File: src/rtl/lvds_deser_pkg.sv
// Shared types and helpers for the multi-lane LVDS deserializer and word aligner.
package lvds_deser_pkg;

    // Per-lane alignment state.
    typedef enum logic [1:0] {
        SEARCH = 2'd0,
        VERIFY = 2'd1,
        LOCKED = 2'd2
    } lane_state_t;

    // Widest word the bit-reverse helper handles.
    localparam int MAX_W = 64;

    // Width of a bit-offset / word-position counter for a given word width.
    function automatic int ofs_w(input int word_w);
        return (word_w > 1) ? $clog2(word_w) : 1;
    endfunction

    // Reverse the low 'width' bits of v; bits above 'width' come back as 0.
    function automatic logic [MAX_W-1:0] bit_rev(input logic [MAX_W-1:0] v, input int width);
        logic [MAX_W-1:0] r;
        r = '0;
        for (int i = 0; i < width; i++) begin
            r[i] = v[width-1-i];
        end
        return r;
    endfunction

endpackage

File: src/rtl/lvds_deser_align_lane.sv
// One serial lane: shift register, offset-selected word window, and the
// SEARCH / VERIFY / LOCKED alignment state machine with its counters.
module lvds_lane_align
    import lvds_deser_pkg::*;
#(
    parameter int                WORD_W    = 8,
    parameter logic [WORD_W-1:0] TRAIN_PAT = 8'h5C,
    parameter int                LOCK_CNT  = 4,
    parameter int                ERR_MAX   = 2,
    parameter int                MSB_FIRST = 1,
    localparam int               OFS_W     = ofs_w(WORD_W)
) (
    input  logic              lvds_clk,
    input  logic              rst,
    input  logic              lvds_d,
    input  logic              word_stb,
    input  logic              train_en,
    output logic [WORD_W-1:0] o_data,
    output logic              o_locked,
    output logic [OFS_W-1:0]  o_offset
);

    localparam int SR_W = 2 * WORD_W - 1;
    localparam int CW   = $clog2(LOCK_CNT + 1);
    localparam int EW   = $clog2(ERR_MAX + 1);

    logic [SR_W-1:0]   sr;
    lane_state_t       state;
    logic [CW-1:0]     match_cnt;
    logic [EW-1:0]     err_cnt;
    logic [WORD_W-1:0] win_raw;
    logic [WORD_W-1:0] win;
    logic              match;
    logic [OFS_W-1:0]  ofs_inc;

    // Bit history: newest bit enters at bit 0, older bits move up.
    // NOTE: the history is reset as well, so a restart never matches against bits left over from before reset.
    always_ff @(posedge lvds_clk or posedge rst) begin
        if (rst) begin
            sr <= '0;
        end else begin
            // NOTE: non-blocking so the window below always sees the pre-edge history.
            sr <= {sr[SR_W-2:0], lvds_d};
        end
    end

    // Window at the selected offset; larger offsets reach older bits.
    assign win_raw = sr[o_offset +: WORD_W];
    assign win     = (MSB_FIRST != 0) ? win_raw
                                      : WORD_W'(bit_rev(MAX_W'(win_raw), WORD_W));
    assign match   = (win == TRAIN_PAT);
    assign ofs_inc = (o_offset == OFS_W'(WORD_W - 1)) ? '0 : o_offset + OFS_W'(1);

    // Alignment FSM and word capture, all evaluated on the word strobe.
    always_ff @(posedge lvds_clk or posedge rst) begin
        if (rst) begin
            state     <= SEARCH;
            o_offset  <= '0;
            match_cnt <= '0;
            err_cnt   <= '0;
            o_locked  <= 1'b0;
            o_data    <= '0;
        end else if (word_stb) begin
            o_data <= win;
            if (train_en) begin
                case (state)
                    SEARCH: begin
                        if (match) begin
                            if (LOCK_CNT == 1) begin
                                state    <= LOCKED;
                                o_locked <= 1'b1;
                            end else begin
                                state     <= VERIFY;
                                match_cnt <= CW'(1);
                            end
                        end else begin
                            o_offset <= ofs_inc;
                        end
                    end
                    VERIFY: begin
                        if (match) begin
                            if (match_cnt == CW'(LOCK_CNT - 1)) begin
                                state     <= LOCKED;
                                o_locked  <= 1'b1;
                                match_cnt <= '0;
                            end else begin
                                match_cnt <= match_cnt + CW'(1);
                            end
                        end else begin
                            state     <= SEARCH;
                            o_offset  <= ofs_inc;
                            match_cnt <= '0;
                        end
                    end
                    LOCKED: begin
                        if (match) begin
                            err_cnt <= '0;
                        end else if (err_cnt == EW'(ERR_MAX - 1)) begin
                            state    <= SEARCH;
                            o_locked <= 1'b0;
                            o_offset <= ofs_inc;
                            err_cnt  <= '0;
                        end else begin
                            err_cnt <= err_cnt + EW'(1);
                        end
                    end
                    default: begin
                        state     <= SEARCH;
                        o_locked  <= 1'b0;
                        match_cnt <= '0;
                        err_cnt   <= '0;
                    end
                endcase
            end else begin
                // Without training traffic there is nothing to check against.
                err_cnt <= '0;
            end
        end
    end

endmodule

File: src/rtl/lvds_deser_align.sv
// Multi-lane LVDS deserializer with per-lane automatic word alignment.
// Holds the shared word counter and the all-lanes valid / lock outputs.
module lvds_deser_align
    import lvds_deser_pkg::*;
#(
    parameter int                LANES     = 4,
    parameter int                WORD_W    = 8,
    parameter logic [WORD_W-1:0] TRAIN_PAT = 8'h5C,
    parameter int                LOCK_CNT  = 4,
    parameter int                ERR_MAX   = 2,
    parameter int                MSB_FIRST = 1
) (
    input  logic                                lvds_clk,
    input  logic                                rst,
    input  logic [LANES-1:0]                    lvds_d,
    input  logic                                train_en,
    output logic [LANES*WORD_W-1:0]             o_data,
    output logic                                o_valid,
    output logic [LANES-1:0]                    o_locked,
    output logic                                o_all_locked,
    output logic [LANES*$clog2(WORD_W)-1:0]     o_offset
);

    localparam int OFS_W = ofs_w(WORD_W);

    logic [OFS_W-1:0] cnt;
    logic             word_stb;
    logic             stb_q;

    assign word_stb = (cnt == OFS_W'(WORD_W - 1));

    // Free-running word position counter shared by all lanes.
    always_ff @(posedge lvds_clk or posedge rst) begin
        if (rst) begin
            cnt <= '0;
        end else begin
            cnt <= word_stb ? '0 : cnt + OFS_W'(1);
        end
    end

    // Marks the cycle right after a strobe edge, when lane outputs are fresh.
    always_ff @(posedge lvds_clk or posedge rst) begin
        if (rst) begin
            stb_q <= 1'b0;
        end else begin
            stb_q <= word_stb;
        end
    end

    // Both terms are flops, so valid reflects the lock state after the strobe edge.
    assign o_all_locked = &o_locked;
    assign o_valid      = stb_q & o_all_locked;

    for (genvar i = 0; i < LANES; i++) begin : g_lane
        lvds_lane_align #(
            .WORD_W    (WORD_W),
            .TRAIN_PAT (TRAIN_PAT),
            .LOCK_CNT  (LOCK_CNT),
            .ERR_MAX   (ERR_MAX),
            .MSB_FIRST (MSB_FIRST)
        ) u_lane (
            .lvds_clk (lvds_clk),
            .rst      (rst),
            .lvds_d   (lvds_d[i]),
            .word_stb (word_stb),
            .train_en (train_en),
            .o_data   (o_data[i*WORD_W +: WORD_W]),
            .o_locked (o_locked[i]),
            .o_offset (o_offset[i*OFS_W +: OFS_W])
        );
    end

endmodule

File: config.mk
export PLATFORM = sky130hd
export DESIGN_NAME = lvds_deser_align
export DESIGN_NICKNAME = d
export VERILOG_FILES = /design/src/rtl/lvds_deser_pkg.sv /design/src/rtl/lvds_deser_align_lane.sv /design/src/rtl/lvds_deser_align.sv
export SDC_FILE = /design/constraint.sdc
export NUM_CORES = 1
export LEC_CHECK = 0
export ABC_AREA = 1
export CAP_MARGIN = 20
export CELL_PAD_IN_SITES_DETAIL_PLACEMENT = 1
export CELL_PAD_IN_SITES_GLOBAL_PLACEMENT = 1
export CORE_MARGIN = 10
export CORE_UTILIZATION = 40
export CTS_CLUSTER_DIAMETER = 200
export CTS_CLUSTER_SIZE = 8
export DETAILED_ROUTE_END_ITERATION = 10
export PLACE_DENSITY_LB_ADDON = 0.1
export SETUP_SLACK_MARGIN = 0.1
export SYNTH_ARGS = -nofsm -noshare
export SYNTH_HDL_FRONTEND = slang
export SYNTH_SLANG_ARGS = --single-unit
File: constraint.sdc
create_clock -name lvds_clk -period 13.3 [get_ports lvds_clk]
set_input_delay 3.325 -clock lvds_clk [delete_from_list [all_inputs] [get_ports lvds_clk]]
set_output_delay 3.325 -clock lvds_clk [all_outputs]
set_load 0.1 [all_outputs]
; Word level (Yosys, flattened, before mapping)
; Index checks and enable logic that the tools add are counted.
[classes]
addsub = 13
mux = 97
n_bitwise = 9
n_eq_ne = 57
reduce_logical = 33
shifts = 4
[op_table]
columns = cell, n
row1 = 2-to-1 mux 3 bit, 29
row2 = 2-to-1 mux 2 bit, 32
row3 = variable part select 15 x 4 -> 8 bit, 4
row4 = AND reduction 6 bit, 8
row5 = case mux 3 bit (3 select lines), 4
row6 = equality test 8 x 7 -> 1 bit (second input constant), 4
row7 = inequality test 2 x 1 -> 1 bit (second input constant), 16
row8 = AND reduction 7 bit, 4
row9 = adder 3 x 1 -> 3 bit (second input constant), 9
row10 = inequality test 2 bit (second input constant), 12
row11 = case mux 2 bit (3 select lines), 4
row12 = case mux 3 bit (2 select lines), 4
row13 = AND reduction 4 bit, 5
row14 = equality test 2 x 1 -> 1 bit (second input constant), 8
row15 = 2-to-1 mux 1 bit, 16
row16 = case mux 2 bit (2 select lines), 4
row17 = equality test 3 bit (second input constant), 5
row18 = equality test 3 x 2 -> 1 bit (second input constant), 4
row19 = inequality test 3 bit (second input constant), 4
row20 = case mux 1 bit (3 select lines), 4
row21 = adder 2 x 1 -> 2 bit (second input constant), 4
row22 = equality test 2 bit (second input constant), 4
row23 = logical NOT 2 bit, 4
row24 = NOT 1 bit, 8
row25 = 4 further kinds, 13
[totals]
in_bits = 7
regBits = 140
elab_cells = 243
out_inout_bits = 50

; Depth between registers and ports, before layout
[logic_depth]
depth_word = 5
depth_mapped = 17
ltp_nobuf = 16

; Cells and area by module
; From an unflattened synthesis, not the netlist that was laid out.
[unflattened]
hier_cells = 915
area_unflattened_um2 = 7475.9
[modules_own_cells]
columns = module, seq_area_each_um2, area_each_um2, n_inst, cells_per_inst
row1 = lvds_lane_align at g_lane[3].u_lane, 850.8, 1849.3, 1, 223
row2 = lvds_lane_align at g_lane[0].u_lane, 850.8, 1846.8, 1, 225
row3 = lvds_lane_align at g_lane[2].u_lane, 850.8, 1818.0, 1, 221
row4 = lvds_lane_align at g_lane[1].u_lane, 850.8, 1804.2, 1, 233
row5 = lvds_deser_align, 100.1, 157.7, 1, 13

; Worst setup path after synthesis
; Ideal clock, no wire load.
[synth_path]
path_kind = reg2out
startpoint = register g_lane[1].u_lane.o_locked
endpoint = output o_valid
t_required_ns = 9.975
setup_slack_ns = 7.352
n_path_buf = 0
arrival_ns = 2.623
stages_incl_launch_ff = 3
path_cell_list = dfrtp_1 -> nand2_1 -> nor3b_1
[synth_via]
elab_chain_cells = 2
[synth_rtl]
columns = item, line
row1 = "start, declared", lvds_deser_align_lane.sv:19  ; output logic o_locked,
row2 = "start signal, assigned", lvds_deser_align_lane.sv:61  ; o_locked <= 1'b0;
row3 = "start signal, assigned", lvds_deser_align_lane.sv:71  ; o_locked <= 1'b1;
row4 = "start signal, assigned", lvds_deser_align_lane.sv:84  ; o_locked <= 1'b1;
row5 = AND reduction 4 bit, lvds_deser_align.sv:51  ; assign o_all_locked = &o_locked;
row6 = bitwise AND 1 bit, lvds_deser_align.sv:52  ; assign o_valid = stb_q & o_all_locked;
row7 = "end, declared", lvds_deser_align.sv:18  ; output logic o_valid,
; No other way between the ends.

; Worst setup path in the final report
[layout_path]
startpoint = register g_lane[2].u_lane.o_offset[0]
endpoint = output o_offset[6]
[layout_rtl]
columns = item, line
row1 = "start, declared", lvds_deser_align_lane.sv:20  ; output logic [OFS_W-1:0] o_offset
row2 = "start signal, assigned", lvds_deser_align_lane.sv:77  ; o_offset <= ofs_inc;
row3 = "start signal, assigned", lvds_deser_align_lane.sv:91  ; o_offset <= ofs_inc;
row4 = "start signal, assigned", lvds_deser_align_lane.sv:101  ; o_offset <= ofs_inc;
row5 = "end, declared", lvds_deser_align.sv:21  ; output logic [LANES*$clog2(WORD_W)-1:0] o_offset
; No word-level cell between the ends.

==> out/results.tsv <==
stage	metric	value	unit
sta	fin_crit	5.80	ns
synth	synth_seq_cells	140	
min_path	hold_path.startpoint	g_lane[1].u_lane.sr[0]	
placed_design	dp_slack	7.90	ns
floorplan	design.portCount	57	
sta	final.setup.worst_slack	7.50	ns
detailed_routing	routed_wl	18100	um
global_routing	antenna_found_initial	0	
pwr	static-leakage-power	4.07	nW
min_path	hold_path_class	register to register	
placed_design	placed_cell_area	0.00773	mm2
setup_path	reg2reg_setup_slack	10.69	ns
global_routing	first_global_vias	6478	
detailed_routing	vias	6073	
run	max_cap_violations	0	
setup_path	worst_ep_arrival_time	2.48	ns
status	run_status	finished clean	
synth	netlist_top_cells_area	sky130_fd_sc_hd__dfrtp_1 (49%), sky130_fd_sc_hd__nand2_1 (18%), sky130_fd_sc_hd__nand3_1 (9.3%), sky130_fd_sc_hd__nor2_1 (3.0%), sky130_fd_sc_hd__inv_1 (2.9%)	
clock_tree	postCtsHoldBufs	0	
sta	maxClockFrequency	172	MHz
detailed_routing	post_drt_wl_per_cell	15.3	um
clock_tree	cts_inserted_buffers	17	
final_layout	proportion_of_layout_cells_with_a_drive_suffix_above_1	0.0804	
synth	ys.warnings.count	0	
synth	postSynth.topFlopCell	sky130_fd_sc_hd__dfrtp_1	
floorplan	placeableCoreArea	0.0174	mm2
placed_design	dpl.cell_count	1152	
clock_tree	clk_latency	0.42	ns
synth	synth_commonest_cells	sky130_fd_sc_hd__nand2_1 (332), sky130_fd_sc_hd__dfrtp_1 (140), sky130_fd_sc_hd__nand3_1 (132)	
global_routing	gr-usage-all-layers	0.158	
setup_path	worst_path_max_delay_cell	sky130_fd_sc_hd__clkdlybuf4s50_1	
floorplan	std_cell_rows	48	
clock_tree	cts_buffer_depth	2	
synth	synthDominantAreaCellType	sky130_fd_sc_hd__dfrtp_1	
synth	synth.yosys.seq_area_share	0.493	
clock_tree	path_clk_slew	0.05	ns
clock_tree	cts_max_level	4	
final_layout	utilization	0.478	
setup_path	worst-endpoint-required	9.97	ns
sta	totalNegativeSetupSlack	0	ns
setup_path	regToRegEndpoint	g_lane[1].u_lane.state[0]	
synth	post-synth-top-count-cell	sky130_fd_sc_hd__nand2_1	
detailed_routing	via_per_inst	5.13	
synth	synth_async_sr_flop_share	1.00	
setup_path	cp_cell_sequence	clkdlybuf4s50_1	
setup_path	critical_path.endpoint_type	output port	
detailed_routing	routed_antenna_nets	0	
final_layout	synthToLayoutAreaGrowth	16.9	%
setup_path	critical-path-max-stage-delay	1.28	ns
synth	synthDistinctLibCells	38	
sta	finalHoldWorstSlack	0.372	ns
floorplan	fp.dieArea	0.0235	mm2
sta	slew_viol_final	0	
floorplan	start_util	0.409	
detailed_routing	detail_route.drc_violations	0	
placed_design	place_hpwl	13100	um
floorplan	dieHeight	153	um
setup_path	worst_path_dominant_cell_family	buffers and inverters	
synth	yosysTopAreaCellShare	0.493	
pwr	total_power	1.84	mW
sta	maxSlewHeadroom	0.279	
clock_tree	cts.root.buffer_cell	sky130_fd_sc_hd__clkbuf_16	
setup_path	worstSetupPathType	register to output port	
clock_tree	tritoncts	done	
global_routing	grt_first_pass_wirelength	31600	um
setup_path	worst_r2r_path_depth	11	
min_path	min_path_cells	0	
synth	synth_area	0.00710	mm2
global_routing	grt_max_degree	93	
setup_path	critical_path.startpoint_type	register	
sta	period_share	0.436	
min_path	min_to	g_lane[1].u_lane.sr[1]	
final_layout	final_design_area_no_fill	0.00830	mm2
sta	setup_repair_after_global_routing_missed_its_margin	false	
pwr	pwr_cell_area	221	mW/mm2
synth	synth_enable_flop_cells	0	
placed_design	io_buffers	56	
final_layout	final_net_count	967	
synth	syn-instance-count	904	
placed_design	routability_cong	0.842	
synth	synth_area_per_cell	7.86	um2
setup_path	cp.buffers_inverters	1	
detailed_routing	first_pass_iters	4	
sta	clock_skew	0.0131	ns
setup_path	critical_path.reg2reg.startpoint	cnt[0]	
sta	timing_hold_violations_final	0	
clock_tree	post_cts_resized	0	
final_layout	fin_cells	1183	
setup_path	worst-path-max-fanout	21	
clock_tree	number_of_buffers_inserted_by_post_cts_setup_repair	0	
sta	report.final.setup_viol	0	
synth	syn_nets	925	
sta	worstMarginPinSlew	1.08	ns
clock_tree	tritoncts_num_sinks	140	
floorplan	die_width	153	um
global_routing	global_route.overflow_total	0	
final_layout	diodes	0	
detailed_routing	drt-initial-drc-count	246	
pwr	peakVddDrop	126	uV
-- flip-flops by register name, indices dropped and copies added (netlist names) --
| signal | flops |
|---|---|
| g_lane.u_lane.o_offset | 12 |
| cnt | 3 |
| g_lane.u_lane.o_data | 32 |
| g_lane.u_lane.err_cnt | 8 |
| g_lane.u_lane.state | 8 |
| g_lane.u_lane.o_locked | 4 |
| g_lane.u_lane.match_cnt | 12 |
| stb_q | 1 |
| g_lane.u_lane.sr | 60 |
-- worst max-delay path by stage --
stage	startpoint	end	slack, ns	cells after the start
after floorplan	rst	cnt[0]	6.22	1
after global placement	g_lane[2].u_lane.o_offset[0]	o_offset[6]	7.97	1
after detailed placement	g_lane[2].u_lane.o_offset[0]	o_offset[6]	7.90	1
after CTS	g_lane[2].u_lane.o_offset[0]	o_offset[6]	7.45	1
after global routing	g_lane[2].u_lane.o_offset[0]	o_offset[6]	7.39	1
final	g_lane[2].u_lane.o_offset[0]	o_offset[6]	7.50	1
-- per-layer routing --
layer | GRT usage | share of wire | up-vias
li1 | - | - | 3006
met1 | 0.190 | 0.46 | 2989
met2 | 0.274 | 0.51 | 58
met3 | 0.0320 | 0.028 | 20
met4 | 0.0527 | 0.010 | 0
met5 | 0 | 0 | -
-- where the power goes --
| group | switching (mW) | internal (mW) | leakage, nW |
|---|---|---|---|
| Combinational | 0.609 | 0.190 | 2.09 |
| Clock | 0.172 | 0.298 | 0.281 |
| Sequential | 0.0786 | 0.488 | 1.70 |
| Total | 0.860 | 0.976 | 4.07 |
-- final cells by class --
type                            count  area (um2)
Clock buffer                       23         458
Multi-Input combinational cell    664        3100
Timing Repair Buffer               59         583
Inverter                           64         258
Tap cell                          225         282
Sequential cell                   140        3500
Clock inverter                      8         118
Fill cell                        2114        9050
-- cells in the final DEF, fill, tap and decap left out, drive strengths merged --
cell             n
nand2          353
dfrtp          140
nand3          134
nor2            67
inv             61
clkdlybuf4s50   56
o21ai           45
clkbuf          23
a21oi           15
ha              14
a31oi           11
nand4            7
clkinv           7
nor3             5
o2111ai          3
or2              3
bufinv           3
buf              3
a21boi           3
nor4             1
o211ai           1
nor3b            1
nand3b           1
clkinvlp         1
-- cells by family after synthesis --
logic type	after synthesis	synth area share
AOI/OAI and AO/OA	78	0.0632
and+or+nand+nor	572	0.349
buffers and inverters	100	0.0704
DFF	140	0.493
adders and majority gates	14	0.0247
Note: power is estimated with default switching activity, not from simulation.
